===== src/rtl/i_fetch_pkg.sv =====
// Shared widths, constants and the fetch queue entry type for the i_fetch stage.
package i_fetch_pkg;

  localparam int          WORD_W    = 64;
  localparam int          INSTR_W   = 32;
  localparam logic [63:0] PC_STEP   = 64'd4;
  localparam logic [31:0] NOP_INSTR = 32'h0;

  // One buffered fetch result: the word and the PC it was read from.
  typedef struct packed {
    logic [WORD_W-1:0]  pc;
    logic [INSTR_W-1:0] instr;
  } fetch_entry_t;

  // Redirect targets are forced onto a word boundary.
  function automatic logic [WORD_W-1:0] align_pc(input logic [WORD_W-1:0] addr);
    return {addr[WORD_W-1:2], 2'b00};
  endfunction

endpackage


===== src/rtl/fetch_queue.sv =====
// Two-entry circular buffer of {pc, instruction} with push, pop and flush.
// Flush wins over push and pop in the same cycle.
module fetch_queue
  import i_fetch_pkg::*;
(
  input  logic         clk,
  input  logic         rst_n,
  input  logic         push,
  input  logic         pop,
  input  logic         flush,
  input  fetch_entry_t din,
  output fetch_entry_t head,
  output logic [1:0]   count
);

  fetch_entry_t mem [2];
  logic         wptr;
  logic         rptr;

  // Entry storage; written only on an accepted push.
  always_ff @(posedge clk or negedge rst_n) begin
    if (!rst_n) begin
      mem[0] <= '0;
      mem[1] <= '0;
    end else if (push && !flush) begin
      mem[wptr] <= din;
    end
  end

  // Pointer and occupancy tracking; simultaneous push and pop keep count.
  always_ff @(posedge clk or negedge rst_n) begin
    if (!rst_n) begin
      wptr  <= 1'b0;
      rptr  <= 1'b0;
      count <= 2'd0;
    end else if (flush) begin
      wptr  <= 1'b0;
      rptr  <= 1'b0;
      count <= 2'd0;
    end else begin
      if (push) wptr <= ~wptr;
      if (pop)  rptr <= ~rptr;
      case ({push, pop})
        2'b10:   count <= count + 2'd1;
        2'b01:   count <= count - 2'd1;
        default: count <= count;
      endcase
    end
  end

  assign head = mem[rptr];

endmodule


===== src/rtl/i_fetch.sv =====
// Instruction fetch stage: owns the fetch PC, issues 1-cycle-latency reads
// to instruction memory, buffers returned words in a 2-entry queue and
// presents {instruction, cur_pc_out} to decode under valid/ready.
// Build option IFETCH_PERF_EN adds perf_fetched / perf_stalls counters.
module i_fetch
  import i_fetch_pkg::*;
#(
  parameter logic [63:0] RESET_PC    = 64'h0,
  parameter int          QUEUE_DEPTH = 2
) (
  input  logic               clk,
  input  logic               rst_n,
  input  logic               branch_taken,
  input  logic [WORD_W-1:0]  branch_target,
  output logic               imem_req,
  output logic [WORD_W-1:0]  imem_addr,
  input  logic [INSTR_W-1:0] imem_data,
  output logic               instr_valid,
  input  logic               instr_ready,
  output logic [INSTR_W-1:0] instruction,
  output logic [WORD_W-1:0]  cur_pc_out
`ifdef IFETCH_PERF_EN
  ,
  output logic [31:0]        perf_fetched,
  output logic [31:0]        perf_stalls
`endif
);

  logic [WORD_W-1:0] fetch_pc;
  logic [WORD_W-1:0] pc_tag;
  logic              inflight;
  logic [1:0]        count;
  logic              pop;
  logic              push;
  logic [2:0]        occupancy;
  fetch_entry_t      head;
  fetch_entry_t      push_entry;

  assign instr_valid = (count != 2'd0);
  assign pop         = instr_valid && instr_ready;

  // Words held plus the one in flight, after this cycle's pop, must leave
  // room for the word we are about to request. Held low while in reset.
  assign occupancy = {1'b0, count} + {2'b00, inflight} - {2'b00, pop};
  assign imem_req  = rst_n && !branch_taken && (occupancy < 3'(QUEUE_DEPTH));
  assign imem_addr = fetch_pc;

  // A response arriving in a branch cycle is wrong-path and is dropped.
  assign push       = inflight && !branch_taken;
  assign push_entry = '{pc: pc_tag, instr: imem_data};

  assign instruction = instr_valid ? head.instr : NOP_INSTR;
  assign cur_pc_out  = instr_valid ? head.pc    : '0;

  // Fetch PC, in-flight flag and the PC tag of the outstanding read.
  always_ff @(posedge clk or negedge rst_n) begin
    if (!rst_n) begin
      fetch_pc <= RESET_PC;
      pc_tag   <= '0;
      inflight <= 1'b0;
    end else if (branch_taken) begin
      fetch_pc <= align_pc(branch_target);
      inflight <= 1'b0;
    end else if (imem_req) begin
      fetch_pc <= fetch_pc + PC_STEP;
      pc_tag   <= fetch_pc;
      inflight <= 1'b1;
    end else begin
      inflight <= 1'b0;
    end
  end

  fetch_queue u_queue (
    .clk   (clk),
    .rst_n (rst_n),
    .push  (push),
    .pop   (pop),
    .flush (branch_taken),
    .din   (push_entry),
    .head  (head),
    .count (count)
  );

`ifdef IFETCH_PERF_EN
  // Accepted-instruction and decode-backpressure counters, wrapping at 2^32.
  always_ff @(posedge clk or negedge rst_n) begin
    if (!rst_n) begin
      perf_fetched <= 32'd0;
      perf_stalls  <= 32'd0;
    end else begin
      if (pop)                         perf_fetched <= perf_fetched + 32'd1;
      if (instr_valid && !instr_ready) perf_stalls  <= perf_stalls + 32'd1;
    end
  end
`endif

endmodule


===== config.mk =====
export PLATFORM = sky130hd
export DESIGN_NAME = i_fetch
export DESIGN_NICKNAME = d
export VERILOG_FILES = /design/src/rtl/i_fetch_pkg.sv /design/src/rtl/fetch_queue.sv /design/src/rtl/i_fetch.sv
export SDC_FILE = /design/constraint.sdc
export NUM_CORES = 1
export LEC_CHECK = 0
export CORE_MARGIN = 5
export CORE_UTILIZATION = 23
export DETAILED_ROUTE_END_ITERATION = 10
export SLEW_MARGIN = 20
export SYNTH_ARGS = -nofsm -noshare
export SYNTH_HDL_FRONTEND = slang
export SYNTH_SLANG_ARGS = --single-unit

===== constraint.sdc =====
create_clock -name clk -period 3.7 [get_ports clk]
set_clock_uncertainty 0.05 [all_clocks]
set_input_delay 0.74 -clock clk [delete_from_list [all_inputs] [get_ports clk]]
set_output_delay 0.74 -clock clk [all_outputs]
set_load 0.1 [all_outputs]

==> reports/results.txt, run 1 <==
Achievable frequency -> 275 MHz
Via count of the first global-routing pass -> 12200
TritonCTS clock tree -> built
Quantity of I/O buffers inserted on ports -> 255
Number of setup violations in the final report -> 0
Status -> finished clean
Iteration count of the initial detailed-routing pass -> 5
Post-placement setup slack -> -0.164 ns
Total area of multi-input combinational cells -> 6710 um^2
Worst hold path class -> in2async
Total non-filler cell area in the finished layout -> 20100 um^2
Site row count -> 93
Initial antenna violation count -> 16
FF+latch area -> 7940 um^2
Largest net degree at the start of global routing -> 165
Internal power component -> 9.33 mW
Fraction of post-synthesis cell area in the top cell type by area -> 0.526
Share of power burned in combinational logic -> 0.400
Kind of start point of the critical path -> flop
Crit path setup slack, layout -> 0.0601 ns
Hold buffer count at cts -> 0
Count of mapped cells out of synthesis -> 1369
Cell Pwr Density -> 808 nW/um^2
Net count, final -> 1742
Root cell of the clock tree -> sky130_fd_sc_hd__clkbuf_16
Most instantiated flip-flop cell in the synthesis netlist -> sky130_fd_sc_hd__dfrtp_1
Count of max-cap constraint violations -> 0
Slowest stage cell, crit path -> sky130_fd_sc_hd__fa_1
Placement Cell Area -> 18700 um^2
Average cell area after synthesis -> 11.0 um^2
Switching power -> 6.93 mW
Highest cell delay on the worst timing path -> 0.58 ns
Synth async-reset ratio -> 1.00
TritonCTS sink count -> 317
Synth Cell Area -> 15100 um^2
Placed wire-length estimate after detailed placement -> 35.7 mm
Area growth, synth to finish -> 33.6%
Final RePlAce weighted congestion -> 0.815
Total via count in the routed design -> 11800
Floorplan die area -> 70800 um^2
Residual overflow from global routing -> 0
Endpoint type of the worst setup path -> primary output
Worst EP arrival -> 2.85 ns
Final routed DRC violation total -> 0
Proportion of power drawn by flip-flops and latches -> 0.356
H-tree depth reported by CTS -> 2
First-pass GRT wire length -> 76.9 mm
Yosys Warn Count -> 0
Initial DRC Count -> 889
Clock-pin slew reported for the worst setup and hold paths after clock tree synthesis -> 0.07 ns
Max-slew violation count -> 0
Total power of the final layout -> 16.3 mW
Clock Latency Late Sink -> 0.57 ns
Ratio of cells with drive above 1 in the final layout -> 0.306
Total buffers and inverters traversed by the critical path -> 2
Minimum hold slack -> 0.227 ns
Required time of the critical path -> 2.91 ns
Antenna violation net count after detailed routing -> 0
Synth area leader -> sky130_fd_sc_hd__dfrtp_1
Vias/cell -> 4.68
Part of the cycle the worst path needs -> 0.984
Longest Clk Path Bufs -> 3
Static leakage power -> 8.84 nW
Largest cells by area after synthesis -> sky130_fd_sc_hd__dfrtp_1 53%, sky130_fd_sc_hd__mux2_2 14%, sky130_fd_sc_hd__mux2i_1 6.4%
Worst slew margin -> 0.305
Placeable core region -> 64700 um^2
Final sum of negative setup slack -> 0 ns
IO Pins -> 262
Cells along the critical path -> nor2_4 -> nor2b_4 -> ha_4 -> nand2b_4 -> fa_1 -> nand3b_1 -> or2_4 -> inv_8 -> buf_12
Sequential area share after synthesis -> 0.526
Total CTS buffers -> 38
Crit path time final -> 3.64 ns
Number of storage elements in the synthesis netlist -> 317
Crit Path Category -> reg2out
Layout fillers -> 6623
Register-to-Register Path Depth -> 12
Die extent in x -> 266 um
Max FO, Critical Path -> 5
Count of flip-flops with a built-in enable after synthesis -> 0
WL per Instance -> 20.3 um
Worst slew pin tran -> 1.04 ns
Number of distinct library cell variants in the gate-level netlist after synthesis -> 63
Post-detailed-routing wire length -> 51.5 mm
Fraction of power consumed by the clock network -> 0.243
Initial Utilization -> 0.233
Number of logic stages on the critical path including buffering -> 9
Kind of cell with the highest combined delay on the critical path -> adder cells
Net switching fraction of the power -> 0.426
Die span in y -> 266 um
Max IR drop VDD -> 0.360 mV
Final-report hold violation count -> 0
GRT Total Usage -> 0.140
==> final timing paths <==
kind / start / endpoint / slack, ns
max reg2reg: u_queue.count[1] / imem_addr[17] / 0.53
max: u_queue.count[1] / imem_req / 0.06
min: rst_n / imem_addr[24] / 0.23
min reg2reg: pc_tag[50] / pc_tag[50] / 0.44
min in group clk: pc_tag[50] / pc_tag[50] / 0.44
max in group asynchronous: rst_n / u_queue.rptr / 2.49
==> placed cells by master, fill, tap and decap left out, types with 9 or more instances in the layout <==
master | synthesis | layout
sky130_fd_sc_hd__o211ai_1 | 31 | 31
sky130_fd_sc_hd__a21oi_1 | 19 | 19
sky130_fd_sc_hd__or3_1 | 9 | 9
sky130_fd_sc_hd__buf_4 | 4 | 185
sky130_fd_sc_hd__clkbuf_16 | 0 | 38
sky130_fd_sc_hd__clkdlybuf4s50_1 | 0 | 95
sky130_fd_sc_hd__mux2_2 | 188 | 188
sky130_fd_sc_hd__buf_12 | 0 | 33
sky130_fd_sc_hd__nor2_1 | 118 | 117
sky130_fd_sc_hd__o21ai_0 | 26 | 26
sky130_fd_sc_hd__dfrtp_1 | 317 | 314
sky130_fd_sc_hd__nand4_1 | 35 | 35
sky130_fd_sc_hd__o311ai_0 | 13 | 13
sky130_fd_sc_hd__a221o_1 | 10 | 10
sky130_fd_sc_hd__nand2_1 | 224 | 224
sky130_fd_sc_hd__inv_1 | 15 | 15
sky130_fd_sc_hd__mux2i_1 | 96 | 96
sky130_fd_sc_hd__nand3_1 | 52 | 51
sky130_fd_sc_hd__or4_1 | 18 | 18
sky130_fd_sc_hd__and3_1 | 19 | 19
==> metrics by stage <==
step                      std cells  utilization
after floorplan                1372            -
after global placement         2444        0.289
after detailed placement       2444        0.289
after CTS                      2514        0.310
after global routing           2526        0.311
final                          2530        0.311
==> layer usage <==
layer / GRT usage / wire length (um)
met3: 0.0508 / 4880
met2: 0.220 / 23300
met1: 0.186 / 22100
met5: 0 / 85
met4: 0.0351 / 1100
==> area by class of cell <==
type / count / share of cell area
Sequential cell: 317 / 0.394
Multi-Input combinational cell: 949 / 0.333
Timing Repair Buffer: 317 / 0.151
Tap cell: 855 / 0.0531
Clock buffer: 48 / 0.0510
Clock inverter: 22 / 0.0140
Inverter: 16 / 0.00335
Antenna cell: 6 / 0.000745
==> flip-flops by register name, summed over array words and instances, names as in the netlist <==
register	count
u_queue.wptr	1
pc_tag	62
u_queue.mem	188
imem_addr	62
inflight	1
u_queue.rptr	1
u_queue.count	2
==> power by group through the flow <==
stage | registers [mW] | clock network (mW) | logic, mW
5_1_grt | 6.00 | 4.21 | 6.93
2_1_floorplan | 6.32 | 0 | 4.07
4_1_cts | 5.81 | 4.10 | 6.57
3_5_place_dp | 5.87 | 0 | 6.55
6_report | 5.80 | 3.95 | 6.52
3_3_place_gp | 5.77 | 0 | 6.45
==> logic make-up after synthesis <==
logic type	Yosys count	share of synthesized area
compound gates	124	0.0586
xor+xnor	8	0.00465
fa+ha+maj	3	0.00299
buf+inv	106	0.0337
flops	317	0.526
mux	284	0.204
other cells	1	0.000249
simple gates	526	0.170
==> worst register-to-register path, cell delays in order, from the launching register on <==
cell and delay (ns):
sky130_fd_sc_hd__dfrtp_2 0.44, sky130_fd_sc_hd__nor2_4 0.16, sky130_fd_sc_hd__nor2b_4 0.07, sky130_fd_sc_hd__ha_4 0.20
sky130_fd_sc_hd__nand2b_4 0.13, sky130_fd_sc_hd__fa_1 0.43, sky130_fd_sc_hd__xor2_1 0.23, sky130_fd_sc_hd__or2_4 0.21
sky130_fd_sc_hd__buf_4 0.12, sky130_fd_sc_hd__buf_4 0.27, sky130_fd_sc_hd__buf_12 0.28, sky130_fd_sc_hd__o21ai_0 0.17
sky130_fd_sc_hd__a221o_1 0.32
==> synthesized netlist by cell type (5+ instances only) <==
| master | count |
|---|---|
| sky130_fd_sc_hd__a21oi_1 | 19 |
| sky130_fd_sc_hd__a221o_1 | 10 |
| sky130_fd_sc_hd__a22oi_1 | 5 |
| sky130_fd_sc_hd__and3_1 | 19 |
| sky130_fd_sc_hd__buf_1 | 17 |
| sky130_fd_sc_hd__buf_2 | 28 |
| sky130_fd_sc_hd__buf_6 | 5 |
| sky130_fd_sc_hd__clkbuf_1 | 34 |
| sky130_fd_sc_hd__dfrtp_1 | 317 |
| sky130_fd_sc_hd__inv_1 | 15 |
| sky130_fd_sc_hd__mux2_2 | 188 |
| sky130_fd_sc_hd__mux2i_1 | 96 |
| sky130_fd_sc_hd__nand2_1 | 224 |
| sky130_fd_sc_hd__nand3_1 | 52 |
| sky130_fd_sc_hd__nand3_2 | 6 |
| sky130_fd_sc_hd__nand4_1 | 35 |
| sky130_fd_sc_hd__nor2_1 | 118 |
| sky130_fd_sc_hd__nor3_1 | 7 |
| sky130_fd_sc_hd__o211ai_1 | 31 |
| sky130_fd_sc_hd__o21ai_0 | 26 |
| sky130_fd_sc_hd__o311ai_0 | 13 |
| sky130_fd_sc_hd__or3_1 | 9 |
| sky130_fd_sc_hd__or4_1 | 18 |
==> what timing repair did <==
action                                  in CTS  in global routing
endpoints found under the setup margin       2                  1
pin swaps                                    0                  4
buffers inserted                             0                 10
gates resized for setup                      7                  3
(Power assumes the default switching activity.)
==> inputs of run 2 (changes only) <==
- GPL_TIMING_DRIVEN: not set -> 1
==> results of run 2 <==
Same layout as run 1: the final DEF is identical, and so are final timing and power.
==> RTL change: new RTL, settings of run 2 <==
`INSTR_W`: 32 -> 24.
--- a/src/rtl/i_fetch_pkg.sv
+++ b/src/rtl/i_fetch_pkg.sv
@@ -2,7 +2,7 @@
 package i_fetch_pkg;
 
   localparam int          WORD_W    = 64;
-  localparam int          INSTR_W   = 32;
+  localparam int          INSTR_W   = 24;
   localparam logic [63:0] PC_STEP   = 64'd4;
   localparam logic [31:0] NOP_INSTR = 32'h0;
 
Interface: changed (resized imem_data and instruction); port bits go from 262 to 246. No check against the original RTL was run, so the function may have changed too.
==> RTL change against run 2 <==
Cell area fell by 6.3%; sequential cell count fell by 16; setup slack gained 0.0046 ns; maximum frequency grew 0.13%; routed wire length fell by 6.5%; sequential power shrank 5.7%; area after synthesis shrank 5.3%; total power decreased by 7.2%; largest cell class unchanged; largest power group unchanged.
==> RTL change: results (changes against run 2) <==
Post-Syn Instances: 1,319 (-3.7%)
vias in the first global route: 11,700 (-4.1%)
GPL Wtd Cong: 0.780 (-4.3%)
Total Routing Usage GR: 0.139 (-0.00129)
slowest cell on the critical path: fa_2
fillers: 6,294 (-5.0%)
share of layout cells above drive strength 1: 0.292 (-0.0141)
worst r2r dst: imem_addr[43]
Largest register FFs: 172 (-8.5%)
largest net degree at the start of global routing: 179 (+8.5%)
Crit path arrival time: 2.85 ns (about the same)
via/cell ratio: 4.63 (-1.1%)
non-clk buf share: 0.136 (-0.0153)
ANT cells: 2 (-4)
IO buf count: 239 (-6.3%)
initial antenna violation count: 7 (-9)
Worst-Skew Late Latency: 0.55 ns (-0.02 ns)
delay-heaviest family, CP: simple AND/OR/NAND/NOR gates
final WL: 48,100 um (-6.5%)
Initial DRC Count: 884 (-0.56%)
first-pass GRT wire length: 72,600 um (-5.5%)
reg2reg path depth: 13 (+1)
#FFs+latches synth: 301 (-5.0%)
Final clock-cell share: 0.0661 (+0.00110)
top post-synthesis cells by area: dfrtp_1 53%, mux2_2 14%, mux2i_1 6.5%
Final setup viols: 0 (unchanged)
Root Driver: clkbuf_16
Worst Tran Pin Value: 0.979 ns (-0.0642 ns)
# clk buffers: 57 (+19%)
Post-Synth Adder-Cell Area: 0.00315 (+0.000167)
Critical Path Fanout Max: 4 (-1)
comb_multi_in: 922 (-2.8%)
H-tree depth: 2 (unchanged)
multi-input combinational area share: 0.340 (+0.00699)
R2R Setup Slk: 0.33 ns (-0.20 ns)
XOR/XNOR Fraction of Synth Area: 0.00368 (-0.000967)
dpl cell area: 17,500 sq um (-6.4%)
nonclk buf count: 292 (-7.9%)
DRT Pass-1 Iters: 7 (+2)
run status: completed
Post-Synthesis Cell Area: 14,300 sq um (-5.3%)
mux share of post-synthesis cell area: 0.201 (-0.00331)
max frequency: 275 MHz (+0.13%)
Place WS: -0.369 ns (-0.206 ns)
# placed instances: 2,362 (-3.4%)
Synth Area in Compound Gates: 0.0641 (+0.00555)
Lkg Pwr: 8.30 nW (-6.1%)
nets@finish: 1,666 (-4.4%)
clock slew at reported path FFs: 0.05 ns (-0.02 ns)
synth cell count leaders: 301 x dfrtp_1, 235 x nand2_1, 172 x mux2_2
register area: 7540 sq um (-5.0%)
register area share after synthesis: 0.527 (+0.00137)
Final HPWL DP: 33,500 um (-6.3%)
routed len/inst: 19.7 um (-3.0%)
maximum VDD drop: 0.451 mV (+25%)
CP startpoint: instr_ready
Area growth syn-to-layout: 32.2%
RTL change: worst min-delay path by stage:
stage | start | endpoint | slack, ns
3_3_place_gp | pc_tag[24] | pc_tag[24] | 0.42
5_1_grt | rst_n | u_queue.mem[20] | 0.34
4_1_cts | rst_n | u_queue.mem[122] | 0.28
2_1_floorplan | rst_n | imem_addr[10] | 0.39
6_report | rst_n | u_queue.mem[104] | 0.29
3_5_place_dp | pc_tag[41] | pc_tag[41] | 0.43
RTL change: timing repair:
action | in CTS | in global routing
endpoints found under the setup margin | 1 | 1
gates resized for setup | 7 | 4
hold buffers | 0 | 0
buffers inserted | 3 | 2
pin swaps | 1 | 3
RTL change: report_power, final:
part	internal [mW]	total [mW]	switching, mW
logic	1.90	5.94	4.04
registers	4.55	5.47	0.921
clock network	2.23	3.68	1.45
RTL change: metal layers:
layer,vias to the layer above,wire (um),global-route usage
met1,5664,21500,0.189
met3,74,3420,0.0346
met4,8,879,0.0323
met2,355,22300,0.226
met5,-,47,0
li1,5197,-,-
